--- config.mk ---
export PLATFORM = sky130hd
export DESIGN_NAME = result_store_queue
export DESIGN_NICKNAME = d
export VERILOG_FILES = /design/src/rtl/result_store_queue.sv
export SDC_FILE = /design/constraint.sdc
export NUM_CORES = 1
export LEC_CHECK = 0
export ABC_AREA = 0
export CAP_MARGIN = 20
export CORE_MARGIN = 3
export CORE_UTILIZATION = 40
export CTS_BUF_LIST = sky130_fd_sc_hd__clkbuf_16
export CTS_CLUSTER_SIZE = 24
export DETAILED_ROUTE_END_ITERATION = 10
export GPL_TIMING_DRIVEN = 0
export PLACE_DENSITY_LB_ADDON = 0.2
export SETUP_SLACK_MARGIN = 0.15
export SLEW_MARGIN = 20
export SYNTH_ARGS = -nofsm -noshare
export SYNTH_HDL_FRONTEND = slang
export SYNTH_SLANG_ARGS = --single-unit
--- constraint.sdc ---
create_clock -name clk -period 2.1 [get_ports clk]
set_clock_uncertainty 0.05 [all_clocks]
set_input_delay 0.315 -clock clk [delete_from_list [all_inputs] [get_ports clk]]
set_output_delay 0.315 -clock clk [all_outputs]
set_load 0.005 [all_outputs]
--- src/rtl/result_store_queue.sv ---
// Four-entry staging FIFO between the ALU result bus and the cache register.
// Each drained word is presented as a registered data word plus a one-cycle store strobe.
module result_store_queue #(
    parameter int WIDTH = 16,
    parameter int DEPTH = 4
) (
    input  logic                       clk,
    input  logic                       rst,
    input  logic [WIDTH-1:0]           in_data,
    input  logic                       in_valid,
    output logic                       in_ready,
    input  logic                       drain_en,
    output logic [WIDTH-1:0]           store_data,
    output logic                       store_en,
    output logic [$clog2(DEPTH):0]     count,
    output logic                       full,
    output logic                       empty,
    output logic                       overflow
);

    localparam int PW = $clog2(DEPTH);
    localparam int CW = PW + 1;
    localparam logic [CW-1:0] DEPTH_C = CW'(DEPTH);

    logic [WIDTH-1:0] mem [DEPTH];
    logic [PW-1:0]    wp;
    logic [PW-1:0]    rp;
    logic             push;
    logic             pop;

    // Handshake: a word transfers on a rising edge where in_valid && in_ready.
    // in_ready depends only on registered occupancy, never on this cycle's inputs.
    // A valid word offered while full is dropped and latches the sticky overflow flag.
    assign full     = (count == DEPTH_C);
    assign empty    = (count == '0);
    assign in_ready = !full;
    assign push     = in_valid && in_ready;
    assign pop      = drain_en && !empty;

    always_ff @(posedge clk) begin
        if (rst) begin
            wp         <= '0;
            rp         <= '0;
            count      <= '0;
            store_en   <= 1'b0;
            store_data <= '0;
            overflow   <= 1'b0;
        end else begin
            if (push) begin
                wp <= wp + PW'(1);
            end
            if (pop) begin
                store_data <= mem[rp];
                rp         <= rp + PW'(1);
            end
            store_en <= pop;
            case ({push, pop})
                2'b10:   count <= count + CW'(1);
                2'b01:   count <= count - CW'(1);
                default: count <= count;
            endcase
            if (in_valid && full) begin
                overflow <= 1'b1;
            end
        end
    end

    // Storage is not cleared on reset; stale words are unreachable once the pointers reset.
    always_ff @(posedge clk) begin
        if (!rst && push) begin
            mem[wp] <= in_data;
        end
    end

endmodule
---- After elaboration in Yosys (flattened, before gate mapping) ----
Memory sizes are Yosys's and may differ from the RTL's. A register that Yosys moved wholly into a read port is not among the register bits.
Index checks and enable logic that the tools add are counted.
operators by class
  add/sub/neg operators ................... 4
  equality and inequality tests ........... 3
  muxes and demuxes ....................... 3
  reduce and logical (&&, ||, !) cells .... 9
operators by type and width
  cell                                                                count
  3-bit one-hot mux with 2 select lines                               1
  2-bit by 1-bit adder with 2-bit output, second input constant       2
  1-bit logical AND                                                   4
  3-bit by 1-bit adder with 3-bit output, second input constant       1
  3-bit == test, second input constant                                1
  1-bit zero test                                                     3
  3-bit zero test                                                     1
  3-bit by 1-bit subtractor with 3-bit output, second input constant  1
  2-bit by 1-bit == test with 1-bit output, second input constant     1
  2-bit == test, second input constant                                1
  1-bit two-way mux                                                   2
  2-bit nonzero test                                                  1
storage, ports and cells
  bits in registers ....................... 9
  bits in writable memories ............... 64
  input port bits ......................... 20
  output and inout bits ................... 24
  logic and storage cells ................. 25
  memories ................................ 1
memory list
  name  depth  bits a word  read ports  clocked after Yosys merged registers in  write ports  RTL line  RTL
  mem   4      16           1           1                                        1            25        logic [WIDTH-1:0] mem [DEPTH];

---- Logic depth before layout (Yosys ltp) ----
Gate-level depths: netlist of run 1.
  depth in word-level cells ............... 6
  depth in mapped cells ................... 9

---- Worst setup path before layout of run 1 ----
OpenSTA, ideal clock, no wires.
  kind .................................... flip-flop to flip-flop
  from .................................... register count[2]
  to ...................................... register count[2]
  library setup time ...................... 0.070 ns
  arrival ................................. 2.106 ns
  required time ........................... 1.980 ns
  slack ................................... -0.126 ns
  cell stages (with the launch flop) ...... 10
  buffers on the path ..................... 1
  clock period less this slack ............ 2.226 ns
  path through ............................ dfxtp_1 or3b_1 buf_2 nand2_1 ha_1 inv_1 fa_1 xor2_1 or3_1 a21oi_1
on the way
  longest elaborated chain between the ends .. 5
  elaborated cells between the ends (all ways) .. 12
ends and longest elaborated chain
  element                                                                      RTL line  RTL
  start: declaration                                                           15        output logic [$clog2(DEPTH):0] count,
  start signal: assignment                                                     58        2'b10: count <= count + CW'(1);
  start signal: assignment                                                     59        2'b01: count <= count - CW'(1);
  start signal: assignment                                                     60        default: count <= count;
  3-bit == test (*)                                                            34        assign full = (count == DEPTH_C);
  1-bit zero test (*)                                                          36        assign in_ready = !full;
  via in_ready                                                                 11        output logic in_ready,
  1-bit logical AND (*)                                                        37        assign push = in_valid && in_ready;
  2-bit by 1-bit == test with 1-bit output or 2-bit == test (tied branches)    57        case ({push, pop})
  3-bit one-hot mux with 2 select lines or 2-bit nonzero test (tied branches)  --
The timed path passes the listed nets; every way through them passes the cells marked *.
A chain may end at the register's enable or synchronous reset.

---- Worst setup path in the final report of run 1 ----
  from .................................... register count[1]
  to ...................................... register count[2]
on the way
  longest elaborated chain between the ends .. 5
  elaborated cells between the ends (all ways) .. 12
ends and longest elaborated chain
  element                                                                      RTL line
  3-bit == test or 3-bit zero test (tied branches)                             34, 35
  1-bit zero test, on equally long branches                                    36, 38
  1-bit logical AND, on equally long branches                                  37, 38
  2-bit by 1-bit == test with 1-bit output or 2-bit == test (tied branches)    57
  3-bit one-hot mux with 2 select lines or 2-bit nonzero test (tied branches)  --
Several ways; a longest one is shown, not always the timed one.

==> results of run 1 <==
-- synthesized netlist by cell type --
| cell type | number | area, um^2 |
|---|---|---|
| a21oi_1 | 5 | 25.0 |
| inv_1 | 6 | 22.5 |
| xor2_1 | 3 | 26.3 |
| nor2_1 | 6 | 22.5 |
| nor3_1 | 2 | 10.0 |
| o21ai_0 | 3 | 15.0 |
| fa_1 | 1 | 20.0 |
| buf_2 | 4 | 20.0 |
| buf_4 | 1 | 7.51 |
| or3_1 | 1 | 6.26 |
| inv_2 | 1 | 3.75 |
| ha_1 | 5 | 62.6 |
| mux4_2 | 16 | 360 |
| buf_1 | 1 | 3.75 |
| nor2b_4 | 1 | 13.8 |
| nand2_1 | 1 | 3.75 |
| nand3_1 | 2 | 10.0 |
| a22o_1 | 16 | 140 |
| nor2_4 | 1 | 11.3 |
| dfxtp_1 | 25 | 500 |
| or3b_1 | 1 | 8.76 |
| and2_1 | 4 | 25.0 |
| o31a_4 | 1 | 17.5 |
| edfxtp_1 | 64 | 1920 |
| xnor2_1 | 1 | 8.76 |
| o311ai_0 | 1 | 8.76 |
| buf_6 | 3 | 33.8 |
-- flip-flops by register name, summed over array words and instances (netlist names) --
name and cells:
mem 64, store_data 16, count 3, rp 2, wp 2, overflow 1
store_en 1
-- cells by family (layout without fill, tap and decap cells) --
logic type      count (synthesis)  in the layout  share of synthesized area [%]
compound gates                 26             26                           6.24
xor+xnor                        4              4                           1.06
fa+ha+maj                       6              6                           2.50
buf+inv                        16             79                           2.76
flops                          89             89                           73.2
mux                            16             16                           10.9
simple gates                   19             19                           3.36
-- cell usage in the layout (no fill, tap or decap), types with 2 or more instances in the layout --
| master | instances |
|---|---|
| clkinvlp_4 | 2 |
| inv_1 | 5 |
| clkdlybuf4s50_1 | 40 |
| dfxtp_4 | 3 |
| xor2_1 | 3 |
| clkbuf_16 | 9 |
| nor3_1 | 2 |
| nor2_1 | 6 |
| ha_1 | 4 |
| dfxtp_1 | 22 |
| edfxtp_1 | 64 |
| buf_2 | 4 |
| clkinv_1 | 2 |
| o21ai_0 | 3 |
| buf_4 | 5 |
| mux4_2 | 16 |
| a21oi_1 | 5 |
| and2_4 | 4 |
| nand3_1 | 2 |
| buf_6 | 4 |
| a22o_1 | 16 |
-- power breakdown --
group	switching, W	internal [W]	leakage [nW]
Sequential	0.0000845	0.00209	0.787
Combinational	0.000541	0.000745	0.513
Clock	0.000632	0.000919	0.137
Total	0.00126	0.00375	1.44
-- final timing paths --
check,endpoint,slack [ns],startpoint
worst min-delay path,store_data[5],0.42,store_data[5]
worst max register to register,count[2],-0.005,count[1]
worst max-delay path,count[2],-0.005,count[1]
worst min register to register,store_data[5],0.42,store_data[5]
-- timing repair --
action	4_1_cts	5_1_grt
resized for setup	15	3
buffers inserted	4	0
endpoints found under the setup margin	68	69
pin swaps	0	0
hold buffers	0	0
-- final cells by class --
| class | instances | area, um^2 | area share (%) |
|---|---|---|---|
| Tap cell | 102 | 128 | 3.01 |
| Clock inverter | 7 | 70.1 | 1.65 |
| Buffer | 9 | 71.3 | 1.68 |
| Sequential cell | 89 | 2430 | 57.4 |
| Timing Repair Buffer | 47 | 458 | 10.8 |
| Clock buffer | 9 | 225 | 5.31 |
| Multi-Input combinational cell | 71 | 828 | 19.5 |
| Inverter | 7 | 28.8 | 0.678 |
-- per-layer routing --
metal	wire length (um)	vias to the layer above	GRT usage, %
met4	100	0	5.83
li1	-	805	-
met5	0	-	0
met3	184	12	2.60
met1	2720	865	17.8
met2	2750	32	20.0
-- through the flow --
step,instances,instance area (um^2)
finish,341,4240
global route,341,4240
CTS,341,4250
detailed placement,321,3900
global placement,321,3900
floorplan,176,3340
==> flow_summary.yaml, run 1 <==
run_status:
  outcome: "finished, violations left"
  violations: "negative setup slack"
floorplanning:
  die_area_um2: 9400
  die_w_um: 97.0
  die_h_um: 97.0
  core_um2: 7890
  start_util_pct: 42.0
  rows: 32
  boundaryPins: 44
sta:
  fin_crit_ns: 2.11
  hold_viol: 0
  whs_ns: 0.424
  setup_ws_ns: -0.00533
  period_share_pct: 100
  setup_tns_ns: -0.00533
  fmax_mhz: 475
  timing.slew.headroom_pct: 56.4
  worstMarginPinSlew_ns: 0.655
  rsz0062_at_grt: "yes"
  setup_viol_count_final: 1
  finalMaxSlewViolations: 0
hold_path:
  min_path_type: "flop to flop"
  whs_path_depth: 1
drt:
  drcViolationCount: 0
  post_drt_wl_per_cell_um: 16.9
  vias: 1714
  viasPerCell: 5.03
  drtPass1Iterations: 4
  wl_mm: 5.76
  ant_nets: 0
  drt-initial-drc-count: 51
critical_path:
  critPathLaunchType: "flop"
  path_cells: "or3b_1 -> buf_6 -> nand2_4 -> ha_4 -> inv_2 -> fa_2 -> xor2_1 -> or3_1 -> a21oi_1"
  cp.depth: 9
  worstPathMaxFanout: 2
  endpoint_kind: "flop"
  slowest_stage: "or3b_1"
  slowest_delay_ns: 0.38
  cp.arrival_ns: 2.31
  worstSetupPathType: "flop to flop"
  r2r_cells: 9
  cp_num_buf_inv: 2
  crit_family: "simple AND/OR/NAND/NOR gates"
  worst_ep_required_time_ns: 2.30
synth:
  ys_ff_latch: 89
  ys_seq_area_share_pct: 73.2
  synthCells: 176
  syn-num-nets: 202
  synthesis.area_per_instance_um2: 18.8
  syn_area_um2: 3310
  yosys_warnings: 0
  yosysUniqueCellTypes: 27
global_route:
  track_usage_pct: 12.9
  grt_start_max_net_pins: 17
  grt_overflow: 0
  grt_pass1_wl_mm: 9.45
  grt_pass1_vias: 1787
  antenna_found_initial: 0
final_layout:
  finish.net_count: 260
  drive_gt1_share_pct: 24.3
  syn_to_final_growth_pct: 28.2
  post-route-util_pct: 53.8
  diodes: 0
  fill_cells: 625
clock_tree:
  clock_latency_ns: 0.32
  clockBufferDepth: 2
  root_buffer: "clkbuf_16"
  cts_made_buffers: 9
  cts_num_sinks: 89
  tritoncts: "built"
  htree_levels: 3
  clk_pin_slew_ns: 0.06
place:
  portBuffers: 43
  dpl.hpwl_mm: 3.49
  gp_congestion: 0.753
  dpl_worst_slack_ns: -0.530
run:
  maxCapViolCount: 0
power_and_ir_drop:
  ir_drop_uv: 565
  p_per_area_nw_per_um2: 1180
  p_leak_nw: 1.44
  finalPower_w: 0.00501
No activity file was read; power rests on OpenSTA's default activity.
==> run 2: changes to the inputs <==
--- a/config.mk
+++ b/config.mk
@@ -6,12 +6,16 @@
 export NUM_CORES = 1
 export LEC_CHECK = 0
 export ABC_AREA = 0
+export ABC_CLOCK_PERIOD_IN_PS = 2100
 export CAP_MARGIN = 20
+export CELL_PAD_IN_SITES_DETAIL_PLACEMENT = 0
+export CELL_PAD_IN_SITES_GLOBAL_PLACEMENT = 1
 export CORE_MARGIN = 3
 export CORE_UTILIZATION = 40
 export CTS_BUF_LIST = sky130_fd_sc_hd__clkbuf_16
 export CTS_CLUSTER_SIZE = 24
 export DETAILED_ROUTE_END_ITERATION = 10
+export DONT_BUFFER_PORTS = 1
 export GPL_TIMING_DRIVEN = 0
 export PLACE_DENSITY_LB_ADDON = 0.2
 export SETUP_SLACK_MARGIN = 0.15
==> run 2 against run 1 <==
The run still ends with negative setup slack left. Critical path depth unchanged. Final area decreased by 10%. Maximum frequency decreased by 4.8%. Via count decreased by 7.1%. Register-to-register slack got worse by 0.11 ns. Power decreased by 4.1%. Utilization decreased by 5.6 points. Combinational power decreased by 29%. First-iteration DRC count increased by 39%. Hold slack got worse by 0.40 ns. Largest power group unchanged.
==> flow_summary.yaml, run 2 (synthesis results as in run 1) <==
final_layout:
  syn_to_final_growth_pct: 14.9
  largest_reg_flops: 64
  top_regs: "mem x64, store_data x16, count x3"
  top_register: "mem"
  fill_cells: 635
  drive_gt1_share_pct: 29.2
  layout_commonest_cell: "edfxtp_1"
  layout_common_cells: "64 x edfxtp_1, 22 x dfxtp_1, 16 x mux4_2, 16 x a22o_1, 9 x clkbuf_16"
  finish.net_count: 213
  diodes: 0
floorplanning:
  die_area_um2: 9400
  core_um2: 7890
  boundaryPins: 44
  die_h_um: 97.0
  die_w_um: 97.0
  start_util_pct: 42.0
  rows: 32
sta:
  fin_crit_ns: 2.21
  timing.slew.headroom_pct: 67.9
  finalMaxSlewViolations: 0
  period_share_pct: 105
  rsz0062_at_grt: "yes"
  fmax_mhz: 452
  worstMarginPinSlew_ns: 0.477
  whs_ns: 0.0242
  setup_viol_count_final: 1
  setup_ws_ns: -0.112
  hold_viol: 0
  setup_tns_ns: -0.112
power_and_ir_drop:
  power_frac_clock_pct: 34.5
  combinationalPowerShare_pct: 19.0
  p_leak_nw: 1.27
  switching_share_pct: 25.1
  p_seq_share_pct: 46.5
  power.switching_w: 0.00121
  ir_drop_uv: 436
  p_per_area_nw_per_um2: 1260
  p_int_w: 0.00360
critical_path:
  slowest_delay_ns: 0.39
  crit_family: "simple AND/OR/NAND/NOR gates"
  slowest_stage: "or3b_1"
  critPathLaunchType: "flop"
  cp.arrival_ns: 2.42
  path_cells: "or3b_1 -> buf_6 -> nand2_4 -> ha_4 -> inv_2 -> fa_2 -> xor2_1 -> or3_1 -> a21oi_2"
  worstSetupPathType: "flop to flop"
  worst_ep_required_time_ns: 2.31
  cp_num_buf_inv: 2
  endpoint_kind: "flop"
  worstPathMaxFanout: 7
clock_tree:
  cts_num_sinks: 89
  clock_latency_ns: 0.33
  clk_pin_slew_ns: 0.06
  tritoncts: "built"
  htree_levels: 3
  clockBufferDepth: 2
  ctsHoldBuffers: 0
  root_buffer: "clkbuf_16"
  cts_made_buffers: 9
drt:
  viasPerCell: 5.41
  wl_mm: 6.02
  drcViolationCount: 0
  drtPass1Iterations: 4
  post_drt_wl_per_cell_um: 20.5
  vias: 1592
  ant_nets: 0
  drt-initial-drc-count: 71
run_status:
  violations: "negative setup slack"
  outcome: "finished, violations left"
global_route:
  grt_pass1_vias: 1723
  grt_overflow: 0
  grt_start_max_net_pins: 17
  grt_pass1_wl_mm: 9.66
  track_usage_pct: 13.8
  antenna_found_initial: 0
place:
  portBuffers: 0
  dpl.hpwl_mm: 3.82
  gp_congestion: 0.655
run:
  maxCapViolCount: 0
hold_path:
  min_path_type: "input port to flop"
run 2: final timing paths:
path         depth (start not counted)        endpoint  slack [ns]            from
min                                  0       mem[2][0]        0.02      in_data[0]
min reg2reg                          1  store_data[15]        0.46  store_data[15]
max                                  9        count[2]       -0.11        count[1]
max reg2reg                          9        count[2]       -0.11        count[1]
run 2: repair_timing:
| action | in CTS | in global routing |
|---|---|---|
| endpoints found under the setup margin | 66 | 68 |
| pin swaps | 1 | 0 |
| buffers inserted | 1 | 0 |
| resized for setup | 10 | 0 |
run 2: layout make-up:
cell class	count	area [um^2]	share of cell area [%]
sequential	89	2430	63.9
multi-input combinational	71	832	21.9
clock buffer	9	225	5.92
tap	102	128	3.36
clock inverter	7	86.3	2.27
buffer	8	67.6	1.78
inverter	7	26.3	0.691
timing repair buffer	1	7.51	0.197
run 2: power by group through the flow:
stage / clock, W / combinational [W] / sequential [W]
2_1_floorplan: 0 / 0.000741 / 0.00223
3_3_place_gp: 0 / 0.000868 / 0.00226
3_5_place_dp: 0 / 0.000910 / 0.00227
4_1_cts: 0.00168 / 0.000932 / 0.00224
5_1_grt: 0.00176 / 0.00100 / 0.00225
6_report: 0.00166 / 0.000911 / 0.00223
run 2: per-stage QoR:
| stage | utilization, % | setup slack, ns | total power [W] | cell area, um^2 | std cells |
|---|---|---|---|---|---|
| after global placement | 44.0 | -0.0563 | 0.00313 | 3470 | 278 |
| final | 48.2 | -0.112 | 0.00480 | 3800 | 294 |
| after global routing | 48.2 | -0.179 | 0.00502 | 3800 | 294 |
| after floorplan | - | 0.0218 | 0.00297 | 3340 | 176 |
| after detailed placement | 44.0 | -0.211 | 0.00318 | 3470 | 278 |
| after CTS | 48.3 | -0.123 | 0.00485 | 3810 | 295 |
run 2: layer usage:
layer / global-route usage [%] / wire length, um / share of wire, %
met2: 20.3 / 2930 / 49
met3: 5.05 / 428 / 7.1
met5: 0 / 0 / 0
met1: 17.6 / 2580 / 43
met4: 8.10 / 78 / 1.3
